===== src/rtl/io_pkg.sv =====
// io_pkg: shared constants for the key/switch I/O device.
//   Default bus addresses of the four device registers, CTRL bit positions,
//   and a helper that packs a CTRL word from its three state bits.
`timescale 1ns/1ps
package io_pkg;

    localparam logic [31:0] KDATA_ADDR = 32'hF000_0010;
    localparam logic [31:0] KCTRL_ADDR = 32'hF000_0110;
    localparam logic [31:0] SDATA_ADDR = 32'hF000_0014;
    localparam logic [31:0] SCTRL_ADDR = 32'hF000_0114;

    localparam int CTRL_READY = 0;
    localparam int CTRL_OVR   = 2;
    localparam int CTRL_IE    = 4;

    // Unused CTRL bits read as zero.
    function automatic logic [31:0] ctrl_word(input logic rdy, input logic ovr, input logic ie);
        logic [31:0] w;
        w             = '0;
        w[CTRL_READY] = rdy;
        w[CTRL_OVR]   = ovr;
        w[CTRL_IE]    = ie;
        return w;
    endfunction

endpackage


===== src/rtl/io_key_sw_if.sv =====
// io_key_sw_if: simple register bus between a CPU-side master and the device.
//   addr/wr_en/rd_en/wr_data driven by the master; rd_data/rd_hit returned
//   combinationally by the slave. Strobes are one cycle per access.
`timescale 1ns/1ps
interface io_key_sw_if #(
    parameter int DBITS = 32
);
    logic [DBITS-1:0] addr;
    logic             wr_en;
    logic             rd_en;
    logic [DBITS-1:0] wr_data;
    logic [DBITS-1:0] rd_data;
    logic             rd_hit;

    modport master (output addr, wr_en, rd_en, wr_data, input  rd_data, rd_hit);
    modport slave  (input  addr, wr_en, rd_en, wr_data, output rd_data, rd_hit);
endinterface


===== src/rtl/io_debounce.sv =====
// io_debounce: 2-flop synchronizer followed by a stability filter.
//   clk, reset : clock, async active-high reset
//   d_in       : raw asynchronous input vector
//   cand       : last synchronized value seen (debounce candidate)
//   stable     : cand has now been constant for WINDOW consecutive samples
//                (asserted in the cycle the counter reaches / sits at WINDOW-1)
`timescale 1ns/1ps
module io_debounce #(
    parameter int WIDTH  = 10,
    parameter int WINDOW = 4      // must be >= 2
) (
    input  logic             clk,
    input  logic             reset,
    input  logic [WIDTH-1:0] d_in,
    output logic [WIDTH-1:0] cand,
    output logic             stable
);
    localparam int                CNT_W   = (WINDOW > 2) ? $clog2(WINDOW) : 1;
    localparam logic [CNT_W-1:0]  CNT_MAX = CNT_W'(WINDOW - 1);

    logic [WIDTH-1:0] meta_q, sync_q;
    logic [WIDTH-1:0] cand_d, cand_q;
    logic [CNT_W-1:0] cnt_d, cnt_q;

    always_comb begin
        cand_d = cand_q;
        cnt_d  = cnt_q;
        if (sync_q != cand_q) begin
            cand_d = sync_q;
            cnt_d  = '0;
        end else if (cnt_q != CNT_MAX) begin
            cnt_d = cnt_q + 1'b1;
        end
    end

    // Looking at cnt_d lets the consumer act in the same edge the window
    // completes; a change this cycle forces cnt_d to 0, so stable implies
    // cand_d == cand_q.
    assign stable = (cnt_d == CNT_MAX);
    assign cand   = cand_q;

    always_ff @(posedge clk or posedge reset) begin
        if (reset) begin
            meta_q <= '0;
            sync_q <= '0;
            cand_q <= '0;
            cnt_q  <= '0;
        end else begin
            meta_q <= d_in;
            sync_q <= meta_q;
            cand_q <= cand_d;
            cnt_q  <= cnt_d;
        end
    end
endmodule


===== src/rtl/io_key_sw.sv =====
// io_key_sw: memory-mapped push-key and switch input device.
//   clk, reset : clock, async active-high reset
//   key_in     : raw active-low keys (synchronized, inverted so pressed=1)
//   sw_in      : raw active-high switches (synchronized and debounced)
//   bus        : register bus slave (KDATA/KCTRL/SDATA/SCTRL)
//   intr       : level interrupt, (kready&kie)|(sready&sie), from flops only
// Each channel has a data register, a ready flag set on every new value and
// cleared by a DATA read, a sticky overrun flag, and an interrupt enable.
`timescale 1ns/1ps
module io_key_sw
    import io_pkg::*;
#(
    parameter int               DBITS           = 32,
    parameter int               KEY_BITS        = 4,
    parameter int               SW_BITS         = 10,
    parameter int               DEBOUNCE_CYCLES = 100000,
    parameter logic [DBITS-1:0] ADDR_KDATA      = DBITS'(KDATA_ADDR),
    parameter logic [DBITS-1:0] ADDR_KCTRL      = DBITS'(KCTRL_ADDR),
    parameter logic [DBITS-1:0] ADDR_SDATA      = DBITS'(SDATA_ADDR),
    parameter logic [DBITS-1:0] ADDR_SCTRL      = DBITS'(SCTRL_ADDR)
) (
    input  logic                clk,
    input  logic                reset,
    input  logic [KEY_BITS-1:0] key_in,
    input  logic [SW_BITS-1:0]  sw_in,
    io_key_sw_if.slave          bus,
    output logic                intr
);
    // ---------------- key synchronizer (released = all ones) ----------------
    logic [KEY_BITS-1:0] key_meta_q, key_sync_q, key_pressed;

    always_ff @(posedge clk or posedge reset) begin
        if (reset) begin
            key_meta_q <= '1;
            key_sync_q <= '1;
        end else begin
            key_meta_q <= key_in;
            key_sync_q <= key_meta_q;
        end
    end

    assign key_pressed = ~key_sync_q;

    // ---------------- switch synchronizer + debounce ----------------
    logic [SW_BITS-1:0] sw_cand;
    logic               sw_stable;

    io_debounce #(
        .WIDTH  (SW_BITS),
        .WINDOW (DEBOUNCE_CYCLES)
    ) u_sw_db (
        .clk    (clk),
        .reset  (reset),
        .d_in   (sw_in),
        .cand   (sw_cand),
        .stable (sw_stable)
    );

    // ---------------- address decode ----------------
    logic hit_kdata, hit_kctrl, hit_sdata, hit_sctrl;

    assign hit_kdata  = (bus.addr == ADDR_KDATA);
    assign hit_kctrl  = (bus.addr == ADDR_KCTRL);
    assign hit_sdata  = (bus.addr == ADDR_SDATA);
    assign hit_sctrl  = (bus.addr == ADDR_SCTRL);
    assign bus.rd_hit = hit_kdata | hit_kctrl | hit_sdata | hit_sctrl;

    // ---------------- channel state ----------------
    logic [KEY_BITS-1:0] kdata_d, kdata_q;
    logic [SW_BITS-1:0]  sdata_d, sdata_q;
    logic kready_d, kready_q, kovr_d, kovr_q, kie_d, kie_q;
    logic sready_d, sready_q, sovr_d, sovr_q, sie_d, sie_q;

    logic key_upd, key_rd, key_wr;
    logic sw_upd, sw_rd, sw_wr;

    assign key_upd = (key_pressed != kdata_q);
    assign key_rd  = bus.rd_en & hit_kdata;
    assign key_wr  = bus.wr_en & hit_kctrl;

    assign sw_upd  = sw_stable & (sw_cand != sdata_q);
    assign sw_rd   = bus.rd_en & hit_sdata;
    assign sw_wr   = bus.wr_en & hit_sctrl;

    // A new value wins over a coincident DATA read: ready stays set, and since
    // the read consumed the previous value no overrun is recorded.
    always_comb begin
        kdata_d  = kdata_q;
        kready_d = kready_q;
        kovr_d   = kovr_q;
        kie_d    = kie_q;
        if (key_upd) begin
            kdata_d  = key_pressed;
            kready_d = 1'b1;
        end else if (key_rd) begin
            kready_d = 1'b0;
        end
        if (key_upd && kready_q && !key_rd)
            kovr_d = 1'b1;
        else if (key_wr && !bus.wr_data[CTRL_OVR])
            kovr_d = 1'b0;
        if (key_wr)
            kie_d = bus.wr_data[CTRL_IE];
    end

    always_comb begin
        sdata_d  = sdata_q;
        sready_d = sready_q;
        sovr_d   = sovr_q;
        sie_d    = sie_q;
        if (sw_upd) begin
            sdata_d  = sw_cand;
            sready_d = 1'b1;
        end else if (sw_rd) begin
            sready_d = 1'b0;
        end
        if (sw_upd && sready_q && !sw_rd)
            sovr_d = 1'b1;
        else if (sw_wr && !bus.wr_data[CTRL_OVR])
            sovr_d = 1'b0;
        if (sw_wr)
            sie_d = bus.wr_data[CTRL_IE];
    end

    always_ff @(posedge clk or posedge reset) begin
        if (reset) begin
            kdata_q  <= '0;
            kready_q <= 1'b0;
            kovr_q   <= 1'b0;
            kie_q    <= 1'b0;
            sdata_q  <= '0;
            sready_q <= 1'b0;
            sovr_q   <= 1'b0;
            sie_q    <= 1'b0;
        end else begin
            kdata_q  <= kdata_d;
            kready_q <= kready_d;
            kovr_q   <= kovr_d;
            kie_q    <= kie_d;
            sdata_q  <= sdata_d;
            sready_q <= sready_d;
            sovr_q   <= sovr_d;
            sie_q    <= sie_d;
        end
    end

    // ---------------- read mux (combinational from addr) ----------------
    always_comb begin
        bus.rd_data = '0;
        if (hit_kdata)
            bus.rd_data[KEY_BITS-1:0] = kdata_q;
        else if (hit_sdata)
            bus.rd_data[SW_BITS-1:0] = sdata_q;
        else if (hit_kctrl)
            bus.rd_data = DBITS'(ctrl_word(kready_q, kovr_q, kie_q));
        else if (hit_sctrl)
            bus.rd_data = DBITS'(ctrl_word(sready_q, sovr_q, sie_q));
    end

    assign intr = (kready_q & kie_q) | (sready_q & sie_q);

endmodule


===== src/flat_wrapper.sv =====
// flat-port wrapper written by rule: the top's interface ports become plain ports
module io_key_sw_flat import io_pkg::*;
#(
    parameter int               DBITS           = 32,
    parameter int               KEY_BITS        = 4,
    parameter int               SW_BITS         = 10,
    parameter int               DEBOUNCE_CYCLES = 100000,
    parameter logic [DBITS-1:0] ADDR_KDATA      = DBITS'(KDATA_ADDR),
    parameter logic [DBITS-1:0] ADDR_KCTRL      = DBITS'(KCTRL_ADDR),
    parameter logic [DBITS-1:0] ADDR_SDATA      = DBITS'(SDATA_ADDR),
    parameter logic [DBITS-1:0] ADDR_SCTRL      = DBITS'(SCTRL_ADDR)
)
  (clk, reset, key_in, sw_in, intr, bus_addr, bus_wr_en, bus_rd_en, bus_wr_data, bus_rd_data, bus_rd_hit);
  io_key_sw_if #(.DBITS(DBITS)) bus_i ();
  input  logic clk;
  input  logic reset;
  input  logic [KEY_BITS-1:0] key_in;
  input  logic [SW_BITS-1:0] sw_in;
  output logic intr;
  input wire logic [$bits(bus_i.addr)-1:0] bus_addr;
  input wire logic [$bits(bus_i.wr_en)-1:0] bus_wr_en;
  input wire logic [$bits(bus_i.rd_en)-1:0] bus_rd_en;
  input wire logic [$bits(bus_i.wr_data)-1:0] bus_wr_data;
  output wire logic [$bits(bus_i.rd_data)-1:0] bus_rd_data;
  output wire logic [$bits(bus_i.rd_hit)-1:0] bus_rd_hit;
  assign bus_i.addr = bus_addr;
  assign bus_i.wr_en = bus_wr_en;
  assign bus_i.rd_en = bus_rd_en;
  assign bus_i.wr_data = bus_wr_data;
  assign bus_rd_data = bus_i.rd_data;
  assign bus_rd_hit = bus_i.rd_hit;
  io_key_sw #(.DBITS(DBITS), .KEY_BITS(KEY_BITS), .SW_BITS(SW_BITS), .DEBOUNCE_CYCLES(DEBOUNCE_CYCLES), .ADDR_KDATA(ADDR_KDATA), .ADDR_KCTRL(ADDR_KCTRL), .ADDR_SDATA(ADDR_SDATA), .ADDR_SCTRL(ADDR_SCTRL)) u_core (.clk(clk), .reset(reset), .key_in(key_in), .sw_in(sw_in), .bus(bus_i), .intr(intr));
endmodule

===== config.mk =====
export PLATFORM = sky130hd
export DESIGN_NAME = io_key_sw_flat
export DESIGN_NICKNAME = d
export VERILOG_FILES = /design/src/rtl/io_pkg.sv /design/src/rtl/io_key_sw_if.sv /design/src/rtl/io_debounce.sv /design/src/rtl/io_key_sw.sv /design/src/flat_wrapper.sv
export SDC_FILE = /design/constraint.sdc
export NUM_CORES = 1
export LEC_CHECK = 0
export ABC_AREA = 1
export CORE_UTILIZATION = 50
export DETAILED_ROUTE_END_ITERATION = 7
export GPL_TIMING_DRIVEN = 0
export PLACE_DENSITY_LB_ADDON = 0.25
export SYNTH_ARGS = -nofsm -noshare
export SYNTH_HDL_FRONTEND = slang
export SYNTH_SLANG_ARGS = --single-unit
export TNS_END_PERCENT = 50

===== constraint.sdc =====
create_clock -name clk -period 3.99 [get_ports clk]
set_clock_uncertainty 0.2 [all_clocks]
set_input_delay 0.9975 -clock clk [delete_from_list [all_inputs] [get_ports clk]]
set_output_delay 0.9975 -clock clk [all_outputs]
set_load 0.005 [all_outputs]

After elaboration in Yosys (flattened, before gate mapping):

Index checks and enable logic that the tools add are counted.

* register bits: 75
* input bits: 82

* reductions and logical operators: 13
* muxes and demuxes: 16
* bitwise operators: 12
* equal/unequal tests: 9
* add/subtract/negate cells: 1

Operator list (count)
* $eq A32 B32 Y1 const B: 4
* $mux W17: 2
* $mux W28: 1
* $mux W22: 1
* $ne A10 B10 Y1: 2
* $add A17 B1 Y17 const B: 1
* $eq A17 B17 Y1 const B: 1
* $ne A17 B17 Y1 const B: 1
* $mux W10: 1
* $mux W5: 2
* $mux W1: 8
* $reduce_bool A2 Y1: 4
* $and A1 B1 Y1: 7
* $logic_and A1 B1 Y1: 6
* $mux W4: 1
* $ne A4 B4 Y1: 1
* $not A4 Y4: 1
* $or A1 B1 Y1: 4
* $logic_not A1 Y1: 3

Depth between registers and ports, before layout:

Gate-level depths: netlist of the first run.

* depth in word-level cells: 8
* depth in mapped cells: 16
* gate-level depth less buffers: 14

Modules after synthesis:

From an unflattened synthesis of the first run, not the netlist that was laid out.

* cells, all modules: 500
* area, all modules: 4002.6 um^2

Modules (own cells, without submodules)
* io_debounce: instances 1, area each 2172.1 um^2, cells an instance 260, seq. area each 1176.1 um^2
* io_key_sw: instances 1, area each 1830.5 um^2, cells an instance 240, seq. area each 710.7 um^2

Worst setup path after synthesis of the first run:

OpenSTA, ideal clock, no wires.

* path kind: input-to-output
* start point: input port bus_addr[11]
* end point: output port bus_rd_data[0]
* setup slack: 0.495 ns
* cell stages on the path: 10
* arrival: 2.298 ns
* path through: or2_2 > nor3_1 > inv_1 > nor2_1 > nand4_1 > inv_1 > nand2_1 > nand2_1 > nor2_1 > nor2_1

* word-level cells in the longest chain between the ends: 5
* elaborated cells between the ends (all ways): 8
* those cells by class: 4 x eq/ne; 4 x mux

Ends and longest elaborated chain
* start, declared: RTL line flat_wrapper.sv:20 `input wire logic [$bits(bus_i.addr)-1:0] bus_addr;`
* $eq A32 B32 Y1: RTL line io_key_sw.sv:65 `assign hit_sctrl = (bus.addr == ADDR_SCTRL);`
* $mux W5: RTL line io_key_sw.sv:156 `else if (hit_sctrl)`
* $mux W5: RTL line io_key_sw.sv:154 `else if (hit_kctrl)`
* $mux W10: RTL line io_key_sw.sv:152 `else if (hit_sdata)`
* $mux W4 *: RTL line io_key_sw.sv:150 `if (hit_kdata)`
* end, declared: RTL line flat_wrapper.sv:24 `output wire logic [$bits(bus_i.rd_data)-1:0] bus_rd_data;`

Every way passes the cells marked *; elsewhere a longest branch is shown, timed or not.

Final worst setup path of the first run:

* start point: input port bus_addr[27]
* end point: output port bus_rd_data[0]

Same word-level chain as after synthesis.

==> flow_summary.json, run 1 <==
{
  "path_clk_slew_ps": 80,
  "crit_required_ps": 2790,
  "clk_latency_ps": 350,
  "ys_types": 39,
  "finalHoldViolCount": 0,
  "synth_area_um2": 3930,
  "status": "finished, final reports clean",
  "clockRootBuffer": "clkbuf_8",
  "path_class": "in2out",
  "ys_top_cells_by_area": "dfrtp_1, nand2_1, nor2_1",
  "synth_top_cell_area_share": 0.427,
  "worstMarginPinSlew_ps": 896,
  "n_fill_cell": 560,
  "dpl-instance-area_um2": 4770,
  "cts_made_buffers": 9,
  "fmax_mhz": 256,
  "grt.overflow.total": 0,
  "routed_via_density": 5.00,
  "slew-limit-headroom": 0.402,
  "syn_inst": 489,
  "fin_cells": 711,
  "synth_edf_count": 0,
  "ios": 116,
  "drt_pre_antenna_iters": 5,
  "die_w_um": 90.7,
  "dp_cells": 672,
  "final_area_um2": 5270,
  "diodes": 0,
  "tritoncts": "yes",
  "finalCriticalPeriod_ps": 3900,
  "ant_nets": 0,
  "rows": 31,
  "drv_cap": 0,
  "htree_levels": 3,
  "setup.worst_path.end_class": "primary output",
  "yosysWarningCount": 0,
  "cts_hold_buf": 0,
  "vias": 3554,
  "synthToLayoutAreaGrowth_pct": 34.1,
  "hold_class": "reg2reg",
  "hpwl_um": 6190,
  "critPathLaunchType": "input pin",
  "port_buffers": 63,
  "track_usage": 0.229,
  "synth_area_per_cell_um2": 8.04,
  "drt_wl_total_um": 9510,
  "clock_sinks": 75,
  "dp_slack_ps": -683,
  "grt_max_degree": 76,
  "fin_nets": 690,
  "drt_iter0_drc": 213,
  "met2WireLength_um": 4720,
  "cts_buffer_depth": 2,
  "grt_pass1_wl_um": 15000,
  "arrival_ps": 2700,
  "postSynth.asyncResetShare": 1.00,
  "critPathMaxFanout": 3,
  "drive_above_1_share": 0.193,
  "antenna_found_initial": 0,
  "place_congestion": 0.927,
  "post_drt_wl_per_cell_um": 13.4,
  "powerDensity_nw_per_um2": 287,
  "ys_seq_area_frac": 0.480,
  "top_layer": "met4",
  "synth-seq-cells": 75,
  "core_area_um2": 7410,
  "synthFlopType": "dfrtp_1",
  "start_util": 0.530,
  "ir_worst_vdd_mv": 0.247,
  "p_leak_nw": 2.75,
  "wl_met1_um": 3990,
  "yosys.area.top_type": "dfrtp_1",
  "setup_slack_ps": 91.0,
  "die_y_um": 90.7,
  "routed-wl-met3_um": 642,
  "grt_pass1_vias": 3354,
  "min_period_over_period": 0.977,
  "drc": 0,
  "die_area_um2": 8220,
  "maxSlewViolCount": 0,
  "setup_viol": 0
}
## per-stage QoR
stage / hold WS [ps] / util / setup TNS (ps) / power [mW]
finish: 143 / 0.711 / 0 / 1.51
detailed placement: 135 / 0.643 / -5270 / 0.933
floorplan: 131 / - / 0 / 0.869
CTS: 150 / 0.687 / -88.5 / 1.53
global route: 149 / 0.711 / -89.3 / 1.58
global placement: 133 / 0.643 / -22150 / 0.929
## cells by family (layout without fill, tap and decap cells)
logic type / count (synthesis) / count (layout) / share of synthesized area
buffers and inverters: 87 / 189 / 0.110
other: 1 / 22 / 0.000954
XOR/XNOR: 18 / 18 / 0.0401
AND/OR/NAND/NOR: 278 / 278 / 0.323
adder cells (fa/ha/maj): 1 / 1 / 0.00318
flip-flops: 75 / 75 / 0.480
AO/OA/AOI/OAI: 29 / 29 / 0.0423
## sequential cells by signal (all words and copies together), names as in the netlist
signal                 flops
u_core.u_sw_db.cnt_q      17
u_core.sovr_q              1
u_core.key_meta_q          4
u_core.sie_q               1
u_core.key_sync_q          4
u_core.sdata_q            10
u_core.kready_q            1
u_core.kdata_q             4
u_core.u_sw_db.cand       10
u_core.u_sw_db.meta_q     10
u_core.kovr_q              1
u_core.sready_q            1
u_core.u_sw_db.sync_q     10
u_core.kie_q               1
## final timing paths
kind,to,cells after the start,startpoint,slack [ps]
worst max register to register,u_core.sdata_q[6],15,u_core.u_sw_db.cnt_q[1],1510
worst min register to register,u_core.key_sync_q[3],0,u_core.key_meta_q[3],140
worst min-delay path,u_core.key_sync_q[3],0,u_core.key_meta_q[3],140
min in group asynchronous,u_core.kdata_q[1],2,reset,1000
max in group asynchronous,u_core.u_sw_db.cand[7],2,reset,2010
worst max-delay path,bus_rd_data[0],13,bus_addr[27],90
## final cells by class
type | count | area (um^2) | share of cell area
Sequential cell | 75 | 1890 | 0.358
Clock inverter | 5 | 61.3 | 0.0116
Buffer | 38 | 249 | 0.0473
Tap cell | 99 | 124 | 0.0235
Timing Repair Buffer | 86 | 841 | 0.160
Inverter | 49 | 191 | 0.0363
Multi-Input combinational cell | 348 | 1770 | 0.337
Clock buffer | 11 | 141 | 0.0268
## critical path: stages
cell             delay (ps)
clkdlybuf4s50_1         410
nor2_1                  100
nand2_1                  90
nor2_4                  140
nand2_4                  80
nor4_4                  280
buf_4                   170
buf_6                    90
nand2_1                  40
nand2_1                  50
nor2_1                   50
nor2_1                   80
buf_2                   120
## cells in the final DEF (no fill, tap or decap), types with 3 or more instances in the layout
| cell type | n |
|---|---|
| nand3_1 | 21 |
| dlymetal6s2s_1 | 24 |
| nor3_1 | 9 |
| dlygate4sd2_1 | 7 |
| nor4_1 | 4 |
| nand2_1 | 120 |
| nor2_4 | 7 |
| nand4_1 | 21 |
| nand2_2 | 4 |
| o21ai_1 | 3 |
| a21oi_1 | 11 |
| inv_1 | 36 |
| clkbuf_8 | 10 |
| and3_1 | 3 |
| buf_6 | 5 |
| nor2_2 | 4 |
| nor2_1 | 67 |
| buf_2 | 6 |
| xor2_1 | 17 |
| inv_2 | 6 |
| o21ai_0 | 7 |
| clkbuf_1 | 12 |
| conb_1 | 22 |
| nand3b_1 | 3 |
| dfrtp_1 | 67 |
| or2_2 | 3 |
| inv_4 | 3 |
| clkinv_1 | 4 |
| dfstp_2 | 8 |
| clkdlybuf4s50_1 | 25 |
| buf_4 | 44 |
## metal layers
metal	track usage	up-vias
met2	0.383	131
li1	-	1746
met5	0	-
met1	0.287	1664
met3	0.0665	13
met4	0.0699	0
## timing repair
| action | CTS | global route |
|---|---|---|
| endpoints found under the setup margin | 10 | 10 |
| resized for setup | 39 | 44 |
| pin swaps | 10 | 30 |
| setup buffers | 14 | 9 |
| endpoints found under the hold margin | 0 | 0 |
## where the power goes
group / internal (mW) / total (mW) / switching [mW] / leakage [nW]
clock network: 0.309 / 0.590 / 0.281 / 0.104
logic: 0.0707 / 0.123 / 0.0521 / 1.72
registers: 0.785 / 0.800 / 0.0155 / 0.926
## cell usage after synthesis (4+ instances only)
cell type,count
o21ai_0,9
inv_1,39
nor2_4,4
buf_4,24
clkinv_1,4
dfrtp_1,67
nand3_1,21
clkbuf_1,11
nor2_1,70
nor3_1,10
nor2_2,4
nand2_2,4
nand4_1,21
inv_2,6
or2_2,4
a21oi_1,11
xor2_1,17
nand2_1,121
dfstp_2,8
nor4_1,4
Power figures use the tool's default switching activity.
==> inputs of run 2 (changes only) <==
Settings changed: CORE_UTILIZATION 50 to 51, PLACE_DENSITY set to 0.89, PLACE_DENSITY_LB_ADDON 0.25 to unset.
==> flow_summary.json, run 2 (synthesis gave the netlist of run 1 again) <==
{
  "status": "finished, final reports clean",
  "powerDensity_nw_per_um2": 283,
  "dp_slack_ps": -663,
  "finalCriticalPeriod_ps": 3990,
  "regMostFlops": "u_core.u_sw_db.cnt_q",
  "place_congestion": 0.896,
  "final_cell_mix": "nand2_1, dfrtp_1, nor2_1",
  "pwr-share-comb": 0.083,
  "path_class": "in2out",
  "ant_nets": 0,
  "fmax_mhz": 251,
  "path_clk_slew_ps": 90,
  "finalHoldViolCount": 0,
  "tritoncts": "yes",
  "pwr-share-clk": 0.373,
  "cts_made_buffers": 9,
  "grt_pass1_vias": 3381,
  "grt_pass1_wl_um": 15300,
  "sw_frac_of_total": 0.259,
  "htree_levels": 3,
  "setup_viol": 0,
  "worstMarginPinSlew_ps": 870,
  "slew-limit-headroom": 0.420,
  "crit_required_ps": 2790,
  "seq_power_share": 0.545,
  "arrival_ps": 2790,
  "drt_wl_total_um": 9380,
  "p_switching_mw": 0.380,
  "ios": 116,
  "die_area_um2": 8060,
  "die_w_um": 89.8,
  "intPower_mw": 1.09,
  "critPathMaxFanout": 3,
  "drv_cap": 0,
  "rows": 31,
  "start_util": 0.533,
  "grt_max_degree": 76,
  "clockRootBuffer": "clkbuf_8",
  "p_leak_nw": 2.68,
  "final_area_um2": 5190,
  "fin_nets": 683,
  "cts_buffer_depth": 2,
  "largest_reg_flops": 17,
  "drive_above_1_share": 0.197,
  "diodes": 0,
  "setup_slack_ps": 0.992,
  "core_area_um2": 7370,
  "track_usage": 0.237,
  "hpwl_um": 6280,
  "p_total_mw": 1.47,
  "die_y_um": 89.8,
  "timing.hold.ws_ps": 144,
  "antenna_found_initial": 0,
  "dp_cells": 672,
  "clock_sinks": 75,
  "drt_pre_antenna_iters": 5,
  "min_period_over_period": 1.00,
  "post_drt_wl_per_cell_um": 13.3,
  "routed_via_density": 5.02,
  "clk_latency_ps": 350,
  "maxSlewViolCount": 0,
  "grt.overflow.total": 0,
  "final_common_cell": "nand2_1",
  "ir_worst_vdd_mv": 0.199,
  "setup.worst_path.end_class": "primary output",
  "dpl-instance-area_um2": 4770,
  "synthToLayoutAreaGrowth_pct": 32.0,
  "fin_cells": 704,
  "port_buffers": 63,
  "drc": 0,
  "drt_iter0_drc": 207,
  "fin_util": 0.704,
  "setup_tns_ps": 0,
  "rrSetupSlack_ps": 1530,
  "vias": 3534,
  "critPathLaunchType": "input pin",
  "hold_class": "reg2reg"
}
==> run 2: cell count changes in the layout (fill, tap and decap cells not counted), moves of 3 or more <==
cell | previous run | this run
buf_4 | 44 | 39
clkbuf_2 | 0 | 4
nand2_1 | 120 | 116
nand2_2 | 4 | 8
nor2_1 | 67 | 63
nor2_2 | 4 | 8
buf_2 | 6 | 3
==> run 2: power by group through the flow <==
| stage | combinational [mW] | sequential [mW] | clock (mW) |
|---|---|---|---|
| global route | 0.135 | 0.803 | 0.596 |
| detailed placement | 0.119 | 0.815 | 0 |
| CTS | 0.120 | 0.800 | 0.558 |
| global placement | 0.116 | 0.814 | 0 |
| finish | 0.121 | 0.800 | 0.548 |
| floorplan | 0.0587 | 0.810 | 0 |
==> run 2: per-layer routing <==
| metal | global-route usage | vias up | part of all wire | routed length [um] |
|---|---|---|---|---|
| li1 | - | 1734 | - | - |
| met1 | 0.280 | 1604 | 0.38 | 3600 |
| met2 | 0.411 | 166 | 0.50 | 4700 |
| met3 | 0.0651 | 30 | 0.084 | 789 |
| met4 | 0.0902 | 0 | 0.031 | 293 |
| met5 | 0 | - | 0 | 0 |
==> run 2: worst paths after layout <==
kind,from,end,cells after the start
min in group asynchronous,reset,u_core.u_sw_db.cnt_q[5],2
setup / recovery,bus_addr[27],bus_rd_hit,8
hold / removal,u_core.u_sw_db.meta_q[1],u_core.u_sw_db.sync_q[1],0
max in group asynchronous,reset,u_core.sdata_q[9],2
hold reg to reg,u_core.u_sw_db.meta_q[1],u_core.u_sw_db.sync_q[1],0
setup reg to reg,u_core.u_sw_db.cnt_q[1],u_core.sdata_q[2],15
==> run 2: critical path, cell delays in order <==
cell and delay (ps):
clkdlybuf4s50_1 400, nor2_1 120, nand2_1 100, nor2_4 140
nand2_4 80, buf_4 130, nor4_1 260, clkdlybuf4s50_1 560
==> run 2: layout make-up <==
cell class	instances	area [um^2]
fill	525	2180
sequential	75	1890
multi-input combinational	348	1790
timing repair buffer	79	769
buffer	38	249
inverter	49	189
clock buffer	9	124
tap	99	124
clock inverter	7	58.8
==> run 2: repair_timing <==
action / CTS / global route
endpoints found under the setup margin: 10 / 9
hold buffers: 0 / 0
gates resized for setup: 35 / 51
pin swaps: 10 / 30
buffers inserted: 13 / 4
==> inputs of run 3 (changes only) <==
Settings changed: TNS_END_PERCENT 50 to 1.
==> flow_summary.json, run 3 (synthesis gave the netlist of run 1 again) <==
{
  "path_class": "in2out",
  "min_period_over_period": 1.01,
  "setup_viol": 2,
  "cts_made_buffers": 9,
  "antenna_found_initial": 0,
  "die_area_um2": 8060,
  "place_congestion": 0.896,
  "diodes": 0,
  "fmax_mhz": 249,
  "finalCriticalPeriod_ps": 4010,
  "regMostFlops": "u_core.u_sw_db.cnt_q",
  "final_common_cell": "nand2_1",
  "drive_above_1_share": 0.203,
  "grt_pass1_vias": 3431,
  "clock_sinks": 75,
  "arrival_ps": 2810,
  "fin_nets": 684,
  "rows": 31,
  "powerDensity_nw_per_um2": 283,
  "synthToLayoutAreaGrowth_pct": 32.3,
  "track_usage": 0.236,
  "finalHoldViolCount": 0,
  "critPathLaunchType": "input pin",
  "final_area_um2": 5200,
  "crit_required_ps": 2790,
  "hpwl_um": 6280,
  "setup.worst_path.end_class": "primary output",
  "grt.overflow.total": 0,
  "vias": 3579,
  "drt_pre_antenna_iters": 5,
  "drt_iter0_drc": 211,
  "p_total_mw": 1.47,
  "dpl-instance-area_um2": 4770,
  "start_util": 0.533,
  "cts_hold_buf": 0,
  "ir_worst_vdd_mv": 0.198,
  "hold_class": "reg2reg",
  "die_y_um": 89.8,
  "ios": 116,
  "ant_nets": 0,
  "critPathMaxFanout": 3,
  "p_leak_nw": 2.67,
  "final_cell_mix": "nand2_1, dfrtp_1, nor2_1",
  "path_clk_slew_ps": 90,
  "setup_slack_ps": -20.4,
  "cts_buffer_depth": 2,
  "violations": "negative setup slack",
  "slew-limit-headroom": 0.422,
  "drt_wl_total_um": 9670,
  "worstMarginPinSlew_ps": 868,
  "die_w_um": 89.8,
  "drc": 0,
  "grt_max_degree": 76,
  "port_buffers": 63,
  "htree_levels": 3,
  "core_area_um2": 7370,
  "largest_reg_flops": 17,
  "maxSlewViolCount": 0,
  "post_drt_wl_per_cell_um": 13.7,
  "routed_via_density": 5.08,
  "drv_cap": 0,
  "tritoncts": "yes",
  "status": "finished with violations",
  "grt_pass1_wl_um": 15300,
  "clk_latency_ps": 350,
  "clockRootBuffer": "clkbuf_8"
}
## run 3: cell types whose count changed in the layout (fill, tap and decap cells not counted), sizes merged
| cell | change |
|---|---|
| buf | +3 |
| clkbuf | -1 |
| clkdlybuf4s15 | -3 |
| clkdlybuf4s50 | +6 |
| dlygate4sd2 | -2 |
| dlymetal6s2s | -2 |
## run 3: area by class of cell
cell class	instances	area, um^2
multi-input combinational	348	1790
timing repair buffer	80	773
sequential	75	1890
tap	99	124
fill	513	2170
clock buffer	9	124
inverter	49	191
clock inverter	7	58.8
buffer	38	249
## run 3: critical path, cell delays in order
cell and delay, ps:
clkdlybuf4s50_1 400, nor2_1 150, nand2_1 120, nor2_4 170
nand2_4 90, nor4_4 350, buf_4 180, nand2_2 50
nand2_2 70, nor2_2 40, nor2_1 90, buf_2 110
## run 3: timing repair
action | CTS | global route
buffers inserted | 12 | 5
hold endpoints to repair | 0 | 0
pin swaps | 4 | 27
setup endpoints to repair | 10 | 10
gates cloned | 0 | 0
gates resized for setup | 32 | 53
## run 3: power breakdown
part           leakage [nW]  switching, mW  internal [mW]
sequential            0.926         0.0159          0.784
clock                0.0925          0.312          0.236
combinational          1.65         0.0527         0.0700
total                  2.67          0.380           1.09
## run 3: final timing paths
kind / slack [ps] / depth (start not counted) / from / end
worst max-delay path: -20 / 12 / bus_addr[19] / bus_rd_data[0]
worst min-delay path: 140 / 0 / u_core.u_sw_db.meta_q[1] / u_core.u_sw_db.sync_q[1]
worst max register to register: 1520 / 15 / u_core.u_sw_db.cnt_q[1] / u_core.sdata_q[2]
worst min register to register: 140 / 0 / u_core.u_sw_db.meta_q[1] / u_core.u_sw_db.sync_q[1]
max in group asynchronous: 2050 / 2 / reset / u_core.sdata_q[9]
min in group asynchronous: 980 / 2 / reset / u_core.u_sw_db.sync_q[1]
## run 3: metal layers
layer,track usage,up-vias,part of all wire
met5,0,-,0
met4,0.105,0,0.027
met3,0.0635,27,0.067
met2,0.403,146,0.50
met1,0.279,1675,0.40
li1,-,1731,-
## run 3: stage by stage
step / setup slack, ps / setup TNS (ps) / utilization / instances / hold slack [ps]
finish: -20.4 / -20.7 / 0.706 / 705 / 142
global placement: -653 / -19030 / 0.646 / 672 / 134
global route: -118 / -295 / 0.706 / 705 / 163
CTS: -153 / -448 / 0.684 / 700 / 148
floorplan: 495 / 0 / - / 510 / 131
detailed placement: -663 / -5010 / 0.647 / 672 / 136
